### config.mk
export PLATFORM = sky130hd
export DESIGN_NAME = gfx_boot_fetch_flat
export DESIGN_NICKNAME = d
export VERILOG_FILES = /design/src/rtl/gfx_pkg.sv /design/src/rtl/if_axil.sv /design/src/rtl/gfx_boot_fetch.sv /design/src/flat_wrapper.sv
export SDC_FILE = /design/constraint.sdc
export NUM_CORES = 1
export LEC_CHECK = 0
export ABC_AREA = 0
export CORE_ASPECT_RATIO = 1.4
export CORE_MARGIN = 4
export CORE_UTILIZATION = 36
export DETAILED_ROUTE_END_ITERATION = 10
export PLACE_DENSITY = 0.81
export SLEW_MARGIN = 10
export SYNTH_ARGS = -nofsm -noshare
export SYNTH_HDL_FRONTEND = slang
export SYNTH_SLANG_ARGS = --single-unit
export TNS_END_PERCENT = 10
### constraint.sdc
create_clock -name clk -period 1.88 [get_ports clk]
set_input_delay 0.282 -clock clk [delete_from_list [all_inputs] [get_ports clk]]
set_output_delay 0.282 -clock clk [all_outputs]
set_load 0.02 [all_outputs]
### src/rtl/gfx_pkg.sv
// rtl/gfx_pkg.sv - shared graphics types: word, sub-word shift, AXI response codes, boot fetch states
package gfx_pkg;

  typedef logic [31:0] word;
  localparam int SUBWORD_BITS = 2;

  localparam int AXIL_ADDR_W = 32;
  localparam logic [1:0] AXI_RESP_OKAY = 2'b00;

  typedef enum logic [1:0] {
    IDLE,
    REQ,
    PUSH
  } gfx_boot_fetch_state;

endpackage

### src/rtl/if_axil.sv
// rtl/if_axil.sv - AXI-Lite bus bundle with initiator (m) and responder (s) views
interface if_axil;

  logic [gfx_pkg::AXIL_ADDR_W-1:0] awaddr;
  logic                            awvalid;
  logic                            awready;
  logic [31:0]                     wdata;
  logic [3:0]                      wstrb;
  logic                            wvalid;
  logic                            wready;
  logic [1:0]                      bresp;
  logic                            bvalid;
  logic                            bready;
  logic [gfx_pkg::AXIL_ADDR_W-1:0] araddr;
  logic                            arvalid;
  logic                            arready;
  logic [31:0]                     rdata;
  logic [1:0]                      rresp;
  logic                            rvalid;
  logic                            rready;

  modport m (
    output awaddr, awvalid, wdata, wstrb, wvalid, bready, araddr, arvalid, rready,
    input  awready, wready, bresp, bvalid, arready, rdata, rresp, rvalid
  );

  modport s (
    input  awaddr, awvalid, wdata, wstrb, wvalid, bready, araddr, arvalid, rready,
    output awready, wready, bresp, bvalid, arready, rdata, rresp, rvalid
  );

endinterface

### src/rtl/gfx_boot_fetch.sv
// rtl/gfx_boot_fetch.sv - copies WORDS words from an AXI-Lite responder into a valid/ready stream
// Optional: GFX_BOOT_FETCH_AUTOSTART_EN starts a run on the first edge after reset release.
module gfx_boot_fetch
  import gfx_pkg::*;
#(
  parameter int          WORDS    = 128,
  parameter logic [31:0] BASE     = 32'h0,
  localparam int         IDX_BITS = (WORDS > 1) ? $clog2(WORDS) : 1
) (
  input  logic                clk,
  input  logic                rst_n,
  input  logic                start,
  output logic                busy,
  output logic                done,
  output logic                err,
  if_axil.m                   axim,
  output word                 out_data,
  output logic [IDX_BITS-1:0] out_index,
  output logic                out_valid,
  input  logic                out_ready
);

  gfx_boot_fetch_state r_state, w_state_nxt;

  logic [IDX_BITS-1:0] r_idx;
  logic                r_ar_ok;
  logic                r_r_ok;
  logic [1:0]          r_rresp;
  word                 r_rdata;
  logic                r_done;
  logic                r_err;

  logic w_start;
  logic w_arvalid;
  logic w_rready;
  logic w_ar_hs;
  logic w_r_hs;
  logic w_ar_all;
  logic w_r_all;
  logic [1:0] w_resp;
  logic w_last;
  logic w_accept;
  logic w_advance;
  logic w_fetch_err;
  logic w_run_end;
  logic w_unused;

`ifdef GFX_BOOT_FETCH_AUTOSTART_EN
  logic r_autostart;

  always_ff @(posedge clk or negedge rst_n) begin
    if (!rst_n) r_autostart <= 1'b1;
    else        r_autostart <= 1'b0;
  end

  assign w_start = start | r_autostart;
`else
  assign w_start = start;
`endif

  // Each valid drops as soon as its own handshake is recorded, so neither is reissued in one visit.
  assign w_arvalid = (r_state == REQ) & ~r_ar_ok;
  assign w_rready  = (r_state == REQ) & ~r_r_ok;
  assign w_ar_hs   = w_arvalid & axim.arready;
  assign w_r_hs    = w_rready & axim.rvalid;
  assign w_ar_all  = r_ar_ok | w_ar_hs;
  assign w_r_all   = r_r_ok | w_r_hs;
  assign w_resp    = w_r_hs ? axim.rresp : r_rresp;
  assign w_last    = (r_idx == IDX_BITS'(WORDS - 1));

  always_comb begin
    w_state_nxt = r_state;
    w_accept    = 1'b0;
    w_advance   = 1'b0;
    w_fetch_err = 1'b0;
    w_run_end   = 1'b0;
    case (r_state)
      IDLE: begin
        if (w_start) begin
          w_accept    = 1'b1;
          w_state_nxt = REQ;
        end
      end
      REQ: begin
        if (w_ar_all && w_r_all) begin
          if (w_resp == AXI_RESP_OKAY) begin
            w_state_nxt = PUSH;
          end else begin
            w_fetch_err = 1'b1;
            w_run_end   = 1'b1;
            w_state_nxt = IDLE;
          end
        end
      end
      PUSH: begin
        if (out_ready) begin
          if (w_last) begin
            w_run_end   = 1'b1;
            w_state_nxt = IDLE;
          end else begin
            w_advance   = 1'b1;
            w_state_nxt = REQ;
          end
        end
      end
      default: w_state_nxt = IDLE;
    endcase
  end

  always_ff @(posedge clk or negedge rst_n) begin
    if (!rst_n) begin
      r_state <= IDLE;
      r_idx   <= '0;
      r_ar_ok <= 1'b0;
      r_r_ok  <= 1'b0;
      r_rresp <= AXI_RESP_OKAY;
      r_rdata <= '0;
      r_done  <= 1'b0;
      r_err   <= 1'b0;
    end else begin
      r_state <= w_state_nxt;
      r_done  <= w_run_end;

      if (w_accept) begin
        r_idx <= '0;
        r_err <= 1'b0;
      end else if (w_advance) begin
        r_idx <= r_idx + IDX_BITS'(1);
      end
      if (w_fetch_err) r_err <= 1'b1;

      if (r_state == REQ) begin
        if (w_state_nxt != REQ) begin
          r_ar_ok <= 1'b0;
          r_r_ok  <= 1'b0;
        end else begin
          if (w_ar_hs) r_ar_ok <= 1'b1;
          if (w_r_hs)  r_r_ok  <= 1'b1;
        end
      end

      // The captured word doubles as the stream output; it only matters while in PUSH.
      if (w_r_hs) begin
        r_rresp <= axim.rresp;
        r_rdata <= axim.rdata;
      end
    end
  end

  assign busy      = (r_state != IDLE);
  assign done      = r_done;
  assign err       = r_err;
  assign out_valid = (r_state == PUSH);
  assign out_data  = r_rdata;
  assign out_index = r_idx;

  assign axim.araddr  = AXIL_ADDR_W'(BASE) + (AXIL_ADDR_W'(r_idx) << SUBWORD_BITS);
  assign axim.arvalid = w_arvalid;
  assign axim.rready  = w_rready;

  assign axim.awaddr  = '0;
  assign axim.awvalid = 1'b0;
  assign axim.wdata   = '0;
  assign axim.wstrb   = '0;
  assign axim.wvalid  = 1'b0;
  assign axim.bready  = 1'b1;

  assign w_unused = ^{axim.awready, axim.wready, axim.bresp, axim.bvalid};

endmodule

### src/flat_wrapper.sv
// flat-port wrapper written by rule: the top's interface ports become plain ports
module gfx_boot_fetch_flat import gfx_pkg::*;
#(
  parameter int          WORDS    = 128,
  parameter logic [31:0] BASE     = 32'h0,
  localparam int         IDX_BITS = (WORDS > 1) ? $clog2(WORDS) : 1
)
  (clk, rst_n, start, busy, done, err, out_data, out_index, out_valid, out_ready, axim_awaddr, axim_awvalid, axim_wdata, axim_wstrb, axim_wvalid, axim_bready, axim_araddr, axim_arvalid, axim_rready, axim_awready, axim_wready, axim_bresp, axim_bvalid, axim_arready, axim_rdata, axim_rresp, axim_rvalid);
  if_axil axim_i ();
  input  logic clk;
  input  logic rst_n;
  input  logic start;
  output logic busy;
  output logic done;
  output logic err;
  output word out_data;
  output logic [IDX_BITS-1:0] out_index;
  output logic out_valid;
  input  logic out_ready;
  output wire logic [$bits(axim_i.awaddr)-1:0] axim_awaddr;
  output wire logic [$bits(axim_i.awvalid)-1:0] axim_awvalid;
  output wire logic [$bits(axim_i.wdata)-1:0] axim_wdata;
  output wire logic [$bits(axim_i.wstrb)-1:0] axim_wstrb;
  output wire logic [$bits(axim_i.wvalid)-1:0] axim_wvalid;
  output wire logic [$bits(axim_i.bready)-1:0] axim_bready;
  output wire logic [$bits(axim_i.araddr)-1:0] axim_araddr;
  output wire logic [$bits(axim_i.arvalid)-1:0] axim_arvalid;
  output wire logic [$bits(axim_i.rready)-1:0] axim_rready;
  input wire logic [$bits(axim_i.awready)-1:0] axim_awready;
  input wire logic [$bits(axim_i.wready)-1:0] axim_wready;
  input wire logic [$bits(axim_i.bresp)-1:0] axim_bresp;
  input wire logic [$bits(axim_i.bvalid)-1:0] axim_bvalid;
  input wire logic [$bits(axim_i.arready)-1:0] axim_arready;
  input wire logic [$bits(axim_i.rdata)-1:0] axim_rdata;
  input wire logic [$bits(axim_i.rresp)-1:0] axim_rresp;
  input wire logic [$bits(axim_i.rvalid)-1:0] axim_rvalid;
  assign axim_awaddr = axim_i.awaddr;
  assign axim_awvalid = axim_i.awvalid;
  assign axim_wdata = axim_i.wdata;
  assign axim_wstrb = axim_i.wstrb;
  assign axim_wvalid = axim_i.wvalid;
  assign axim_bready = axim_i.bready;
  assign axim_araddr = axim_i.araddr;
  assign axim_arvalid = axim_i.arvalid;
  assign axim_rready = axim_i.rready;
  assign axim_i.awready = axim_awready;
  assign axim_i.wready = axim_wready;
  assign axim_i.bresp = axim_bresp;
  assign axim_i.bvalid = axim_bvalid;
  assign axim_i.arready = axim_arready;
  assign axim_i.rdata = axim_rdata;
  assign axim_i.rresp = axim_rresp;
  assign axim_i.rvalid = axim_rvalid;
  gfx_boot_fetch #(.WORDS(WORDS), .BASE(BASE)) u_core (.clk(clk), .rst_n(rst_n), .start(start), .busy(busy), .done(done), .err(err), .axim(axim_i), .out_data(out_data), .out_index(out_index), .out_valid(out_valid), .out_ready(out_ready));
endmodule
==> run metrics <==
fmax 574 MHz; unique cell type count in the Yosys netlist 37; Hold Crit Class in2async; CTS buffer count 5; GPL Wtd Cong 0.766; Synthesis Warnings 0; die area 9410 µm²; critical path arrival 1.46 ns; total core area 7750 µm²; Die Height 113 µm; CTS H-Tree Depth 2; die width 83.2 µm; Tightest Pin Transition 0.511 ns; WL final 5.47 mm; row cnt 38; vias in the first global route 1854; Nets 396; worst relative slew slack 0.660; # setup viols final 0; clk root buf clkbuf_8; total global-route track usage 0.112; unrepaired setup endpoints after global routing false; Routed Antenna Nets 0; average routed wire per standard cell 12.2 µm; Leakage 1.65 nW; first drt pass iteration count 4; Num Clock Sinks 47; worst slack, placed 0.111 ns; Non-Filler Instances 447; share of cells above drive strength 1 0.159; type of origin of the critical path flop; CTS tree yes; clk_lat worst skew 0.29 ns; IO Port Bufs 91; mapped cell area 2850 µm²; period utilization 0.926; power per cell area 1420 nW/µm²; antenna violations before repair 0; maximum VDD drop 0.000798 V; CTS Buffer Depth 2; # diodes 0; initial DRC count 17; Vias 1821; PnR worst setup slack 0.139 ns; Crit path required time 1.60 ns; io pins 193; Filler cells 747; FF+latch count, synth 47; Tmin final 1.74 ns; Max Cap Viol 0; final setup TNS 0 ns; Synth Flop Type dfrtp_1; cell count after synthesis 259; outcome completed; layout overhead on the synthesized area 25.1%; dpl cells 438; Max Clock Skew 0.00340 ns; EDFF count, synth 0; initial cell density of the core 0.367; share of flip-flops with an asynchronous set or reset 1.00; pin count of the biggest net entering global routing 35; global-route wire length before repair 8.51 mm; post-DP HPWL 4.53 mm; Remaining Overflow, GRT 0; Final Max Tran Viols 0; clk slew on worst S/H paths 0.08 ns; crit path capture type output pin; Power Total 0.00507 W; Hold Vio Cnt, Final 0; DR vias/cell 4.07; sequential element share of the synthesized area 0.413; WS Path Type reg2out; average cell area after synthesis 11.0 µm²; Max FO, Critical Path 5; DR DRC count 0
[stage by stage]
stage | util | hold slack (ns) | cell area [µm²]
2_1_floorplan | - | -0.0136 | 3200
3_3_place_gp | 0.448 | 0.279 | 3470
3_5_place_dp | 0.448 | 0.286 | 3470
4_1_cts | 0.461 | 0.509 | 3570
5_1_grt | 0.460 | 0.525 | 3560
6_report | 0.460 | 0.495 | 3560
[report_power, final]
part           leakage, nW  internal, W  switching [W]  total, W
Clock               0.0484     0.000301       0.000321  0.000622
Combinational         1.03      0.00134        0.00140   0.00275
Sequential           0.576      0.00146       0.000246   0.00171
[placed cells by master (no fill, tap or decap), types with 2 or more instances in the layout]
master / count
nor2b_1: 2
inv_1: 3
o22ai_1: 3
clkbuf_2: 2
clkdlybuf4s50_1: 86
nor2_1: 16
ha_1: 5
nand2_1: 5
mux2_2: 34
mux2i_1: 2
conb_1: 96
a21oi_1: 3
dlygate4sd2_1: 2
clkbuf_8: 6
o21ai_0: 3
dfrtp_1: 47
xnor2_1: 4
buf_12: 2
o21a_1: 2
[final cells by class]
class                           count  area [µm²]  share of cell area
Clock buffer                        7        86.3              0.0242
Inverter                            4        15.0             0.00421
Timing Repair Buffer               95         951               0.267
Clock inverter                      1        8.76             0.00246
Tap cell                          100         125              0.0351
Multi-Input combinational cell    193        1200               0.337
Sequential cell                    47        1180               0.330
[routing by layer]
metal	wire length, µm	part of all wire	vias to the layer above	GRT usage
li1	-	-	820	-
met4	67	0.012	0	0.0403
met1	1600	0.29	860	0.0947
met3	740	0.14	6	0.0444
met2	3060	0.56	135	0.228
met5	0	0	-	0
[flip-flops by register name, summed over array words and instances, names as in the netlist]
register,count
u_core.out_index,7
u_core.r_rresp,2
u_core.r_state,2
u_core.done,1
u_core.out_data,32
u_core.r_ar_ok,1
u_core.err,1
u_core.r_r_ok,1
[critical path, stage by stage, from the launching register on]
cell,delay [ns]
dfrtp_1,0.42
inv_1,0.10
ha_1,0.24
inv_1,0.08
dlygate4sd2_1,0.33
[kinds of logic (layout without fill, tap and decap cells)]
| family | Yosys count | count (layout) | share of synthesized area |
|---|---|---|---|
| and+or+nand+nor | 33 | 33 | 0.0633 |
| AOI/OAI and AO/OA | 19 | 19 | 0.0558 |
| xor gates and xnor gates | 4 | 4 | 0.0123 |
| other | 2 | 96 | 0.00264 |
| muxes | 36 | 36 | 0.142 |
| buffers and inverters | 113 | 107 | 0.289 |
| DFF | 47 | 47 | 0.413 |
| adders and majority gates | 5 | 5 | 0.0220 |
[synthesized netlist by cell type (all sizes together), types with 3 or more instances]
master / number / area [µm²]
buf: 109 / 808
dfrtp: 47 / 1180
mux2: 34 / 383
nor2: 16 / 60.1
nand2: 6 / 25.0
ha: 5 / 62.6
a21oi: 4 / 31.3
inv: 4 / 15.0
xnor2: 4 / 35.0
o21ai: 3 / 15.0
o22ai: 3 / 18.8
[timing repair]
item                                    4_1_cts  5_1_grt
hold buffers                                  1        0
setup buffers                                 0        0
resized for setup                             4        4
endpoints found under the setup margin        4        2
endpoints found under the hold margin        20        0
[path summary, 6_finish.rpt]
| check | from | endpoint | slack (ns) | cells past startpoint |
|---|---|---|---|---|
| hold / removal | rst_n | u_core.out_data[30] | 0.50 | 2 |
| setup reg to reg | u_core.out_index[0] | u_core.out_index[2] | 0.22 | 5 |
| hold reg to reg | u_core.err | u_core.err | 0.51 | 1 |
| max in group asynchronous | rst_n | u_core.out_data[11] | 0.86 | 3 |
| setup / recovery | u_core.r_state[0] | busy | 0.14 | 4 |
| min in group clk | u_core.err | u_core.err | 0.51 | 1 |
No activity file was read; power rests on OpenSTA's default activity.
